[src/rtl/dmem_arb_pkg.sv]
// Shared types and constants for the data-memory arbiter.
//   arb_state_t : two-state arbiter FSM encoding (IDLE / ACCESS)
//   REQ0, REQ1  : requester identifiers used for sel / owner / last
//   LOCK_CW     : width of the consecutive-grant lock counter (MAX_LOCK <= 15)
package dmem_arb_pkg;

  typedef enum logic {
    IDLE   = 1'b0,
    ACCESS = 1'b1
  } arb_state_t;

  localparam logic REQ0 = 1'b0;
  localparam logic REQ1 = 1'b1;

  localparam int LOCK_CW = 4;

endpackage

[src/rtl/dmem_arbiter_rr_pick2.sv]
// Combinational two-way winner select for the data-memory arbiter.
// A live lock (locked with the owner still requesting) hands the win to the
// owner outright; otherwise a lone requester wins and a tie goes to ~last.
// Ports:
//   req0, req1 : access requests
//   last       : requester granted most recently
//   locked     : lock currently held
//   owner      : lock owner
//   winner     : selected requester (REQ0 / REQ1)
//   valid      : a winner exists this cycle
module rr_pick2
  import dmem_arb_pkg::*;
(
  input  logic req0,
  input  logic req1,
  input  logic last,
  input  logic locked,
  input  logic owner,
  output logic winner,
  output logic valid
);

  logic owner_req;

  always_comb begin
    owner_req = (owner == REQ1) ? req1 : req0;
    winner    = REQ0;
    valid     = 1'b0;
    if (locked && owner_req) begin
      winner = owner;
      valid  = 1'b1;
    end else if (req0 && req1) begin
      winner = ~last;
      valid  = 1'b1;
    end else if (req0) begin
      winner = REQ0;
      valid  = 1'b1;
    end else if (req1) begin
      winner = REQ1;
      valid  = 1'b1;
    end
  end

endmodule

[src/rtl/dmem_arbiter.sv]
// Two-port arbiter sharing a single-port data memory between requester 0
// (CPU data port) and requester 1 (loader/DMA port). Each access takes an
// IDLE grant cycle followed by one ACCESS cycle; read data returns one cycle
// after ack. A requester asserting lock keeps the memory for up to
// MAX_LOCK consecutive grants.
// Ports:
//   clk, rst                         : clock, asynchronous active-low reset
//   reqN, weN, lockN, addrN, wdataN  : requester N request / write / lock / address / data
//   ackN                             : access performed this cycle for requester N
//   rvalidN, rdataN                  : read completion for requester N
//   mem_A, mem_WD, mem_WE            : data memory address / write data / write enable
//   mem_RD                           : data memory combinational read data
module dmem_arbiter
  import dmem_arb_pkg::*;
#(
  parameter int DW       = 32,
  parameter int AW       = 32,
  parameter int MAX_LOCK = 4
) (
  input  logic          clk,
  input  logic          rst,
  input  logic          req0,
  input  logic          we0,
  input  logic          lock0,
  input  logic [AW-1:0] addr0,
  input  logic [DW-1:0] wdata0,
  output logic          ack0,
  output logic          rvalid0,
  output logic [DW-1:0] rdata0,
  input  logic          req1,
  input  logic          we1,
  input  logic          lock1,
  input  logic [AW-1:0] addr1,
  input  logic [DW-1:0] wdata1,
  output logic          ack1,
  output logic          rvalid1,
  output logic [DW-1:0] rdata1,
  output logic [AW-1:0] mem_A,
  output logic [DW-1:0] mem_WD,
  output logic          mem_WE,
  input  logic [DW-1:0] mem_RD
);

  arb_state_t          state, state_nxt;
  logic                sel, last, locked, owner;
  logic [LOCK_CW-1:0]  lock_cnt;
  logic [LOCK_CW:0]    lock_cnt_inc;
  logic                pick_win, pick_vld;
  logic                grant, owner_req, lock_live, lock_req, lock_ok;
  logic                rd_done;

  logic [AW-1:0]       addr_p1;
  logic [DW-1:0]       wdata_p1;
  logic                we_p1;

  rr_pick2 u_pick (
    .req0   (req0),
    .req1   (req1),
    .last   (last),
    .locked (locked),
    .owner  (owner),
    .winner (pick_win),
    .valid  (pick_vld)
  );

  assign grant        = (state == IDLE) && pick_vld;
  assign owner_req    = (owner == REQ1) ? req1 : req0;
  // A lock whose owner has stopped requesting is treated as already released.
  assign lock_live    = locked && owner_req;
  assign lock_req     = (pick_win == REQ1) ? lock1 : lock0;
  assign lock_cnt_inc = {1'b0, lock_cnt} + 1'b1;
  assign lock_ok      = lock_req && (!lock_live || (owner == pick_win)) &&
                        (lock_cnt_inc < (LOCK_CW+1)'(MAX_LOCK));
  assign rd_done      = (state == ACCESS) && !we_p1;

  // FSM state register
  always_ff @(posedge clk or negedge rst) begin
    if (!rst) state <= IDLE;
    else      state <= state_nxt;
  end

  // FSM next state
  always_comb begin
    state_nxt = state;
    case (state)
      IDLE:    if (pick_vld) state_nxt = ACCESS;
      ACCESS:  state_nxt = IDLE;
      default: state_nxt = IDLE;
    endcase
  end

  // FSM outputs: memory port and acks are driven only in ACCESS
  always_comb begin
    mem_A  = '0;
    mem_WD = '0;
    mem_WE = 1'b0;
    ack0   = 1'b0;
    ack1   = 1'b0;
    if (state == ACCESS) begin
      mem_A  = addr_p1;
      mem_WD = wdata_p1;
      mem_WE = we_p1;
      ack0   = (sel == REQ0);
      ack1   = (sel == REQ1);
    end
  end

  // Grant bookkeeping: selection, round-robin history and lock tracking
  always_ff @(posedge clk or negedge rst) begin
    if (!rst) begin
      sel      <= REQ0;
      last     <= REQ1;
      locked   <= 1'b0;
      owner    <= REQ0;
      lock_cnt <= '0;
    end else if (state == IDLE) begin
      if (locked && !owner_req) begin
        locked   <= 1'b0;
        lock_cnt <= '0;
      end
      if (grant) begin
        sel  <= pick_win;
        last <= pick_win;
        if (lock_ok) begin
          locked   <= 1'b1;
          owner    <= pick_win;
          lock_cnt <= lock_cnt_inc[LOCK_CW-1:0];
        end else begin
          locked   <= 1'b0;
          lock_cnt <= '0;
        end
      end
    end
  end

  // Stage p1: access captured at grant; held steady through ACCESS
  always_ff @(posedge clk) begin
    if (grant) begin
      addr_p1  <= (pick_win == REQ1) ? addr1  : addr0;
      wdata_p1 <= (pick_win == REQ1) ? wdata1 : wdata0;
      we_p1    <= (pick_win == REQ1) ? we1    : we0;
    end
  end

  // Stage p2: read return, one cycle after ack; rdata holds between reads
  always_ff @(posedge clk or negedge rst) begin
    if (!rst) begin
      rvalid0 <= 1'b0;
      rvalid1 <= 1'b0;
      rdata0  <= '0;
      rdata1  <= '0;
    end else begin
      rvalid0 <= rd_done && (sel == REQ0);
      rvalid1 <= rd_done && (sel == REQ1);
      if (rd_done && (sel == REQ0)) rdata0 <= mem_RD;
      if (rd_done && (sel == REQ1)) rdata1 <= mem_RD;
    end
  end

endmodule

[config.mk]
export PLATFORM = sky130hd
export DESIGN_NAME = dmem_arbiter
export DESIGN_NICKNAME = d
export VERILOG_FILES = /design/src/rtl/dmem_arb_pkg.sv /design/src/rtl/dmem_arbiter_rr_pick2.sv /design/src/rtl/dmem_arbiter.sv
export SDC_FILE = /design/constraint.sdc
export NUM_CORES = 1
export LEC_CHECK = 0
export ABC_AREA = 0
export CORE_MARGIN = 2
export CORE_UTILIZATION = 35
export DETAILED_ROUTE_END_ITERATION = 12
export GPL_ROUTABILITY_DRIVEN = 1
export GPL_TIMING_DRIVEN = 0
export PLACE_DENSITY_LB_ADDON = 0.05
export SKIP_LAST_GASP = 1
export SLEW_MARGIN = 30
export SYNTH_ARGS = -nofsm -noshare
export SYNTH_HDL_FRONTEND = slang
export SYNTH_SLANG_ARGS = --single-unit
[constraint.sdc]
create_clock -name clk -period 7.83 [get_ports clk]
set_clock_uncertainty 0.15 [all_clocks]
set_input_delay 1.566 -clock clk [delete_from_list [all_inputs] [get_ports clk]]
set_output_delay 1.566 -clock clk [all_outputs]
set_load 0.005 [all_outputs]
==> impl_metrics.py <==
metrics = {
    "outcome": {
        "status": "completed",
    },
    "grt": {
        "grt_pass1_vias": 4653,
        "grtUsageMet3_pct": 7.53,
        "grt_start_max_net_pins": 43,
        "grt_util_met1_pct": 19.1,
        "gr-total-overflow": 0,
        "grt-busiest-layer": "met2",
        "grt_pass1_wl_mm": 24.4,
        "grt_usage_pct": 17.3,
        "use_met2_pct": 29.2,
        "antenna_found_initial": 1,
    },
    "timing": {
        "setup_viol_count_final": 0,
        "drv_slew": 0,
        "slew_headroom_pct": 61.7,
        "final_hold_viol_count": 0,
        "fin_crit_ns": 3.76,
        "rsz0062_at_grt": "false",
        "holdWs_ns": 0.323,
        "max_freq_ghz": 0.266,
        "setup-tns-final_ns": 0,
        "finalCritPeriodShare_pct": 48.0,
        "tightestPinTransition_ns": 0.574,
    },
    "finish": {
        "drive_above_1_share_pct": 18.8,
        "final_core_util_pct": 58.3,
        "nNetsFinal": 953,
        "regArea_sq_mm": 0.00383,
        "multi_input_area_sq_mm": 0.00216,
        "fill_cells": 1389,
        "synthToLayoutAreaGrowth_pct": 63.7,
    },
    "routing": {
        "drt-pass1-iter-count": 4,
        "drt-initial-drc-count": 152,
        "routed_wl_mm": 16.1,
        "drc": 0,
        "final_antenna_net_count": 0,
        "routedWlPerCell_microns": 15.7,
        "vias": 4656,
        "routed_via_density": 4.55,
    },
    "critical_path": {
        "cp_max_fo": 10,
        "cp_data_required_time_ns": 6.11,
        "worstPathArrival_ns": 2.04,
        "worst_setup_path_start_kind": "flop",
        "cp-end-kind": "output pin",
        "crit_type": "flop to output pin",
        "reg2reg_slack_ns": 5.72,
    },
    "power_and_ir_drop": {
        "p_leak_nw": 4.09,
        "p_per_area_mw_per_mm2": 276,
        "power_mw": 2.77,
        "ir_drop_v": 0.000144,
    },
    "logic_synthesis": {
        "synthTopCellsByCount": "nand2_1, mux2_2, dfrtp_1",
        "ys_seq_area_share_pct": 62.4,
        "syn_area_per_cell_sq_um": 13.3,
        "synth.area.top_cells": "edfxtp_1, dfrtp_1, mux2_2",
        "synth.most_common_cell": "nand2_1",
        "synth_cells": 463,
        "synth_nets": 632,
        "ys.flop_type": "dfrtp_1",
        "synthArstFlopShare_pct": 53.6,
        "ys_warn_count": 0,
        "yosys.area.top_type": "edfxtp_1",
        "synth_area_sq_mm": 0.00614,
        "yosysTopAreaCellShare_pct": 31.8,
        "synth-edff-count": 65,
        "ys_types": 30,
        "yosys_register_bits": 140,
    },
    "clocking": {
        "htree_levels": 4,
        "clock_path_buffers": 2,
        "root_buffer": "clkbuf_16",
        "cts-resized-gates": 0,
        "cts_buffers": 17,
        "cts_setup_buffers": 0,
        "cts.clk_slew.worst_paths_ns": 0.06,
        "worstSkewPairLatency_ns": 0.41,
        "cts_tree": "done",
        "cts.sinks": 140,
        "cts_hold_buf": 0,
    },
    "floorplan": {
        "die_h_microns": 136,
        "ios": 301,
        "core_sq_mm": 0.0172,
        "std_cell_rows": 48,
        "die_w_microns": 136,
        "start_util_pct": 35.6,
        "die_area_sq_mm": 0.0186,
    },
    "placement": {
        "gp_congestion": 0.810,
        "hpwl_mm": 12.5,
        "port_buffers": 300,
    },
    "hold_path": {
        "hp-class": "flop to flop",
    },
    "job": {
        "drv_cap": 0,
    },
}
[logic make-up (layout without fill, tap and decap cells)]
kind of cell	after synthesis	after routing	share of synthesized area, %
and+or+nand+nor	183	183	14.7
DFF	140	140	62.4
muxes	97	97	18.8
buffers and inverters	29	363	2.37
AOI/OAI and AO/OA	13	13	1.51
adders and majority gates	1	1	0.204
other	0	1	0
[path summary, 6_finish.rpt]
| path | startpoint | cells past startpoint | endpoint |
|---|---|---|---|
| setup / recovery | state | 4 | mem_WD[25] |
| hold / removal | rdata1[27] | 2 | rdata1[27] |
| setup reg to reg | last | 6 | wdata_p1[29] |
| hold reg to reg | rdata1[27] | 2 | rdata1[27] |
| max in group asynchronous | rst | 2 | rdata0[5] |
| min in group asynchronous | rst | 1 | rdata1[26] |
[cell usage in the layout (no fill, tap or decap), drive strengths merged, types with 3 or more instances in the layout]
| cell type | Yosys | routed |
|---|---|---|
| clkdlybuf4s50 | 0 | 299 |
| nand2 | 100 | 100 |
| mux2 | 97 | 97 |
| dfrtp | 74 | 74 |
| and2 | 67 | 67 |
| edfxtp | 65 | 65 |
| clkbuf | 10 | 30 |
| buf | 14 | 17 |
| inv | 5 | 11 |
| nor2b | 5 | 5 |
| o21ai | 4 | 4 |
| clkinv | 0 | 4 |
| nor2 | 3 | 3 |
[layout make-up]
type / instances / area share [%]
diodes: 1 / 0.0249
plain buffers: 24 / 1.26
clock buffers: 20 / 4.77
clock inverters: 12 / 1.03
inverters: 5 / 0.212
multi-input cells: 294 / 21.5
flip-flops and latches: 140 / 38.1
well taps: 225 / 2.80
repair buffers: 302 / 30.3
[flip-flops by register name, summed over array words and instances, names as in the netlist]
| name | flops |
|---|---|
| last | 1 |
| locked | 1 |
| addr_p1 | 32 |
| lock_cnt | 4 |
| rdata0 | 32 |
| state | 1 |
| sel | 1 |
| wdata_p1 | 32 |
| rvalid1 | 1 |
| we_p1 | 1 |
| rvalid0 | 1 |
| owner | 1 |
| rdata1 | 32 |
[per-layer routing]
layer / part of all wire (%) / routed length (microns)
met1: 38 / 6040
met2: 50 / 8010
met3: 10 / 1640
met4: 2.5 / 398
met5: 0 / 0
[stage by stage]
step	area, sq um	worst slack, ns	std cells
after floorplan	6140	4.25	463
after global placement	9420	2.55	988
after detailed placement	9460	4.21	990
after CTS	10000	4.01	1022
after global routing	10000	3.94	1023
final	10000	4.07	1023
[worst max-delay path: stages (launching register included)]
cell	delay, ns
dfrtp_1	0.33
buf_2	0.24
clkbuf_1	0.33
and2_1	0.19
clkdlybuf4s50_1	0.54
[power by group]
part / total (mW) / internal, mW / switching (mW) / leakage (nW)
Combinational: 0.885 / 0.584 / 0.301 / 2.26
Clock: 0.790 / 0.477 / 0.314 / 0.292
Sequential: 1.10 / 0.997 / 0.101 / 1.54
Power figures use the tool's default switching activity.
==> variant 1: new RTL, same settings <==
Set the parameter `AW` to 64 (it was 32).
--- a/src/rtl/dmem_arbiter.sv
+++ b/src/rtl/dmem_arbiter.sv
@@ -14,7 +14,7 @@
   import dmem_arb_pkg::*;
 #(
   parameter int DW       = 32,
-  parameter int AW       = 32,
+  parameter int AW       = 64,
   parameter int MAX_LOCK = 4
 ) (
   input  logic          clk,
Interface: changed (resized addr0, addr1 and mem_A); port bits go from 301 to 397. The function was not compared with the original's and may differ.
==> variant 1 against the original RTL <==
First-iteration DRC count is 59% higher. Via count is 23% higher. Register-to-register slack better by 0.06 ns. Sequential cell count is 32 higher. Die area is 30% higher. Count of clock-buffer cells in the layout is 3 lower. Fmax is 12% lower. Routed wire length is 38% higher. Power is 16% higher. Design area is 29% higher. Worst setup slack worse by 0.51 ns. Area after synthesis is 31% higher. Largest power group unchanged.
==> variant 1: results (changes against the original RTL) <==
* Buffers outside the clock class: 429 (+32%)
- Multi-input comb cells: 358 (+22%)
* Library cells used by synthesis: 35 (+17%)
- Met3 GRT Util: 6.639% (-0.89 points)
* HP Start: rdata1[28]
- Post-route met1 wirelength: 8425 um (+40%)
- The core footprint was 22640 um^2 (+31%).
* Pre-CTS setup slack: 3.938 ns (-0.2729 ns)
* Number of input and output port buffers inserted: 395 (+32%)
- ClkCell Share: 4.383% (-1.4 points)
- First-pass GRT wire length: 33060 um (+36%)
- Fraction of met2 tracks used by global routing: 32.22% (+3.0 points)
- Layout Nets: 1216 (+28%)
- Proportion of synthesized chip area in sequential cells: 59.46% (-3.0 points)
* Most common library cells after synthesis: sky130_fd_sc_hd__and2_1, sky130_fd_sc_hd__nand2_1, sky130_fd_sc_hd__edfxtp_1, sky130_fd_sc_hd__mux2_4, sky130_fd_sc_hd__dfrtp_1
* Final WL: 22200 um (+38%)
* Buffer share of cell area: 32.42% (+0.90 points)
- Number of nets in the synthesized netlist: 800 (+27%)
* Result of the run: completed
- The depth of the most critical reg-to-reg path was 4 (-2).
- The largest net degree at the start of global routing is 63 (+47%).
- Multi-input gate share of the layout cell area: 23.37% (+1.9 points)
- Synthesized netlist cell count: 567 (+22%)
- Max VDD drop: 0.1342 mV (-6.5%)
* DRC violation total after the first TritonRoute iteration: 242 (+59%)
- The number of global-route vias before repair is 5798 (+25%).
- The all-layer global routing usage is 18.15% (+0.84 points).
* Post-synthesis compound-gate area fraction: 1.149% (-0.36 points)
- After synthesis, the cell types taking the most area are sky130_fd_sc_hd__edfxtp_1, sky130_fd_sc_hd__dfrtp_1, sky130_fd_sc_hd__mux2_4.
* Met3 WL: 1849 um (+13%)
- Critical path buffer and inverter count: 4 (+1)
* Number of filler cells placed in the layout: 1932 (+39%)
* Fraction of synthesized area in multiplexers: 22.55% (+3.7 points)
- The number of enable-type register cells in the synthesized netlist is 97 (+49%).
- The met2 routed wirelength came to 11430 um (+43%).
- DPL Wire Length: 17340 um (+39%)
- Met1 routing resource usage after global routing: 20.05% (+0.94 points)
- The flip-flop and latch count after synthesis is 172 (+23%).
- Async set-or-reset flop fraction in the synthesized netlist: 43.60% (-10 points)
- The fraction of layout cells with a size suffix above 1 came to 18.78% (-0.045 points).
- Slowest cell delay on critical path: 0.62 ns (+0.08 ns)
- The cell area after placement was 12420 um^2 (+31%).
- Adder-cell share of the synthesized area: 0.1553% (-0.049 points)
* Flip-flop count of the largest register, all copies and words added: 64
==> variant 1: cell count changes after synthesis, moves of 3 or more <==
cell and delta:
sky130_fd_sc_hd__buf_2 -7, sky130_fd_sc_hd__and2_1 +32, sky130_fd_sc_hd__clkbuf_1 +4, sky130_fd_sc_hd__mux2_2 -49, sky130_fd_sc_hd__mux2_4 +80, sky130_fd_sc_hd__buf_4 +3
sky130_fd_sc_hd__edfxtp_1 +32, sky130_fd_sc_hd__buf_6 +7
==> variant 1: worst paths after layout <==
path / to / slack (ns)
min in group asynchronous: rdata0[6] / 0.95
min: rdata1[28] / 0.32
max in group asynchronous: rdata0[19] / 6.01
max: mem_WD[19] / 3.56
min reg2reg: rdata1[28] / 0.32
max reg2reg: wdata_p1[12] / 5.78
==> variant 1: where the power goes <==
group / internal, uW / switching [uW] / total [uW]
combinational: 720 / 371 / 1090
clock: 425 / 402 / 827
sequential: 1210 / 98.1 / 1310
==> variant 2: new RTL, same settings <==
Without the edit above. Make the reset (`rst`) synchronous in 3 clocked blocks. Comments in the files are not updated.
--- a/src/rtl/dmem_arbiter.sv
+++ b/src/rtl/dmem_arbiter.sv
@@ -74,7 +74,7 @@
   assign rd_done      = (state == ACCESS) && !we_p1;
 
   // FSM state register
-  always_ff @(posedge clk or negedge rst) begin
+  always_ff @(posedge clk) begin
     if (!rst) state <= IDLE;
     else      state <= state_nxt;
   end
@@ -106,7 +106,7 @@
   end
 
   // Grant bookkeeping: selection, round-robin history and lock tracking
-  always_ff @(posedge clk or negedge rst) begin
+  always_ff @(posedge clk) begin
     if (!rst) begin
       sel      <= REQ0;
       last     <= REQ1;
@@ -143,7 +143,7 @@
   end
 
   // Stage p2: read return, one cycle after ack; rdata holds between reads
-  always_ff @(posedge clk or negedge rst) begin
+  always_ff @(posedge clk) begin
     if (!rst) begin
       rvalid0 <= 1'b0;
       rvalid1 <= 1'b0;
Function: differs if rst is asserted again (counterexample within 4 cycles, from zero or initial values and one cycle with rst low); with rst held inactive, the same outputs for 10 cycles.
==> variant 2 against the original RTL <==
Via count is 8.4% higher. Worst setup slack got worse by 0.37 ns. Die area down 1.8%. Routed wire length is 3.2% higher. Area after synthesis fell by 1.9%. Design area down 1.4%. Sequential cell count unchanged. Critical path type unchanged. Highest routed layer unchanged.
Power is not compared: it rests on default switching activity, and its combinational part moved more than twofold at a synthesized area within 25%.
==> variant 2: results (changes against the original RTL) <==
* Startpoint of the most critical register-to-register path: last
- The flow ran to the end, and the final reports show no timing, DRC or antenna violations.
- Timing startpoint of the critical path: state
- The transition time of the tightest slew-check pin was 0.5262 ns (-0.04775 ns).
- The count of vias placed by the detailed router was 5049 (+8.4%).
- The first-iteration detailed-routing DRC count is 193 (+27%).
* HP Start: rdata1[30]
* GP Congestion: 0.7531 (-7.1%)
* Total global-route track usage: 18.38% (+1.1 points)
- First-pass iteration count of the detailed router: 5 (+1)
- The number of antenna diodes was 0 (-1).
- The net count of the mapped netlist is 715 (+13%).
* R2R setup slack: 5.90 ns (+0.18 ns)
- Proportion of synthesized chip area in sequential cells: 57.34% (-5.1 points)
* Fin Hold WS: 0.3040 ns (-0.01889 ns)
* First-pass GRT wire length: 25520 um (+4.6%)
- The arrival time at the worst endpoint came to 2.41 ns (+0.37 ns).
* Layout Nets: 1035 (+8.6%)
- The initial antenna violation count was 0 (-1).
- Met3 GRT Util: 7.183% (-0.35 points)
- Most common library cells after synthesis: sky130_fd_sc_hd__nand2_1, sky130_fd_sc_hd__dfxtp_1, sky130_fd_sc_hd__and2_1, sky130_fd_sc_hd__a21oi_1, sky130_fd_sc_hd__edfxtp_1
- DPL Wire Length: 13230 um (+6.1%)
- Dominant synthesized flop cell: sky130_fd_sc_hd__dfxtp_1
* Fraction of synthesized area in multiplexers: 14.59% (-4.3 points)
* Most area-consuming cells after synthesis: sky130_fd_sc_hd__edfxtp_1, sky130_fd_sc_hd__dfxtp_1, sky130_fd_sc_hd__mux2_4
variant 2: changes by cell type after synthesis, moves of 22 or more:
cell / change
sky130_fd_sc_hd__a21oi_1: +66
sky130_fd_sc_hd__dfrtp_1: -74
sky130_fd_sc_hd__mux2_1: +26
sky130_fd_sc_hd__dfxtp_1: +75
sky130_fd_sc_hd__mux2_2: -80
sky130_fd_sc_hd__mux2_4: +22
sky130_fd_sc_hd__nand2_1: +34
variant 2: power groups by stage:
| stage | Combinational (uW) | Sequential, uW | Clock (uW) |
|---|---|---|---|
| finish | 313 | 839 | 785 |
| global route | 340 | 845 | 830 |
| CTS | 319 | 840 | 802 |
| detailed placement | 317 | 855 | 0 |
| global placement | 311 | 855 | 0 |
| floorplan | 129 | 853 | 0 |
variant 2: layout make-up:
class / count / area [um^2]
fillers: 1403 / 6794
flip-flops and latches: 140 / 3453
repair buffers: 301 / 3023
multi-input cells: 367 / 2370
clock buffers: 19 / 475.5
well taps: 220 / 275.3
plain buffers: 36 / 187.7
clock inverters: 13 / 108.9
inverters: 3 / 13.76
variant 2: worst max-delay path, delay by kind of cell (launching register included):
kind	cells	cell delay, ns
buffers and inverters	4	1.48
flip-flops	1	0.33
AND/OR/NAND/NOR	1	0.18
variant 2: through the flow:
| stage | std cells | instance area (um^2) | setup slack [ns] |
|---|---|---|---|
| 2_1_floorplan | 546 | 6022 | 4.278 |
| 3_3_place_gp | 1066 | 9300 | 3.075 |
| 6_report | 1099 | 9907 | 3.708 |
| 4_1_cts | 1099 | 9907 | 3.622 |
| 5_1_grt | 1099 | 9907 | 3.496 |
| 3_5_place_dp | 1067 | 9323 | 4.081 |
variant 2: cells by family after synthesis:
logic type | count (synthesis)
flops | 140
mux | 65
fa+ha+maj | 1
buf+inv | 39
simple gates | 223
compound gates | 78
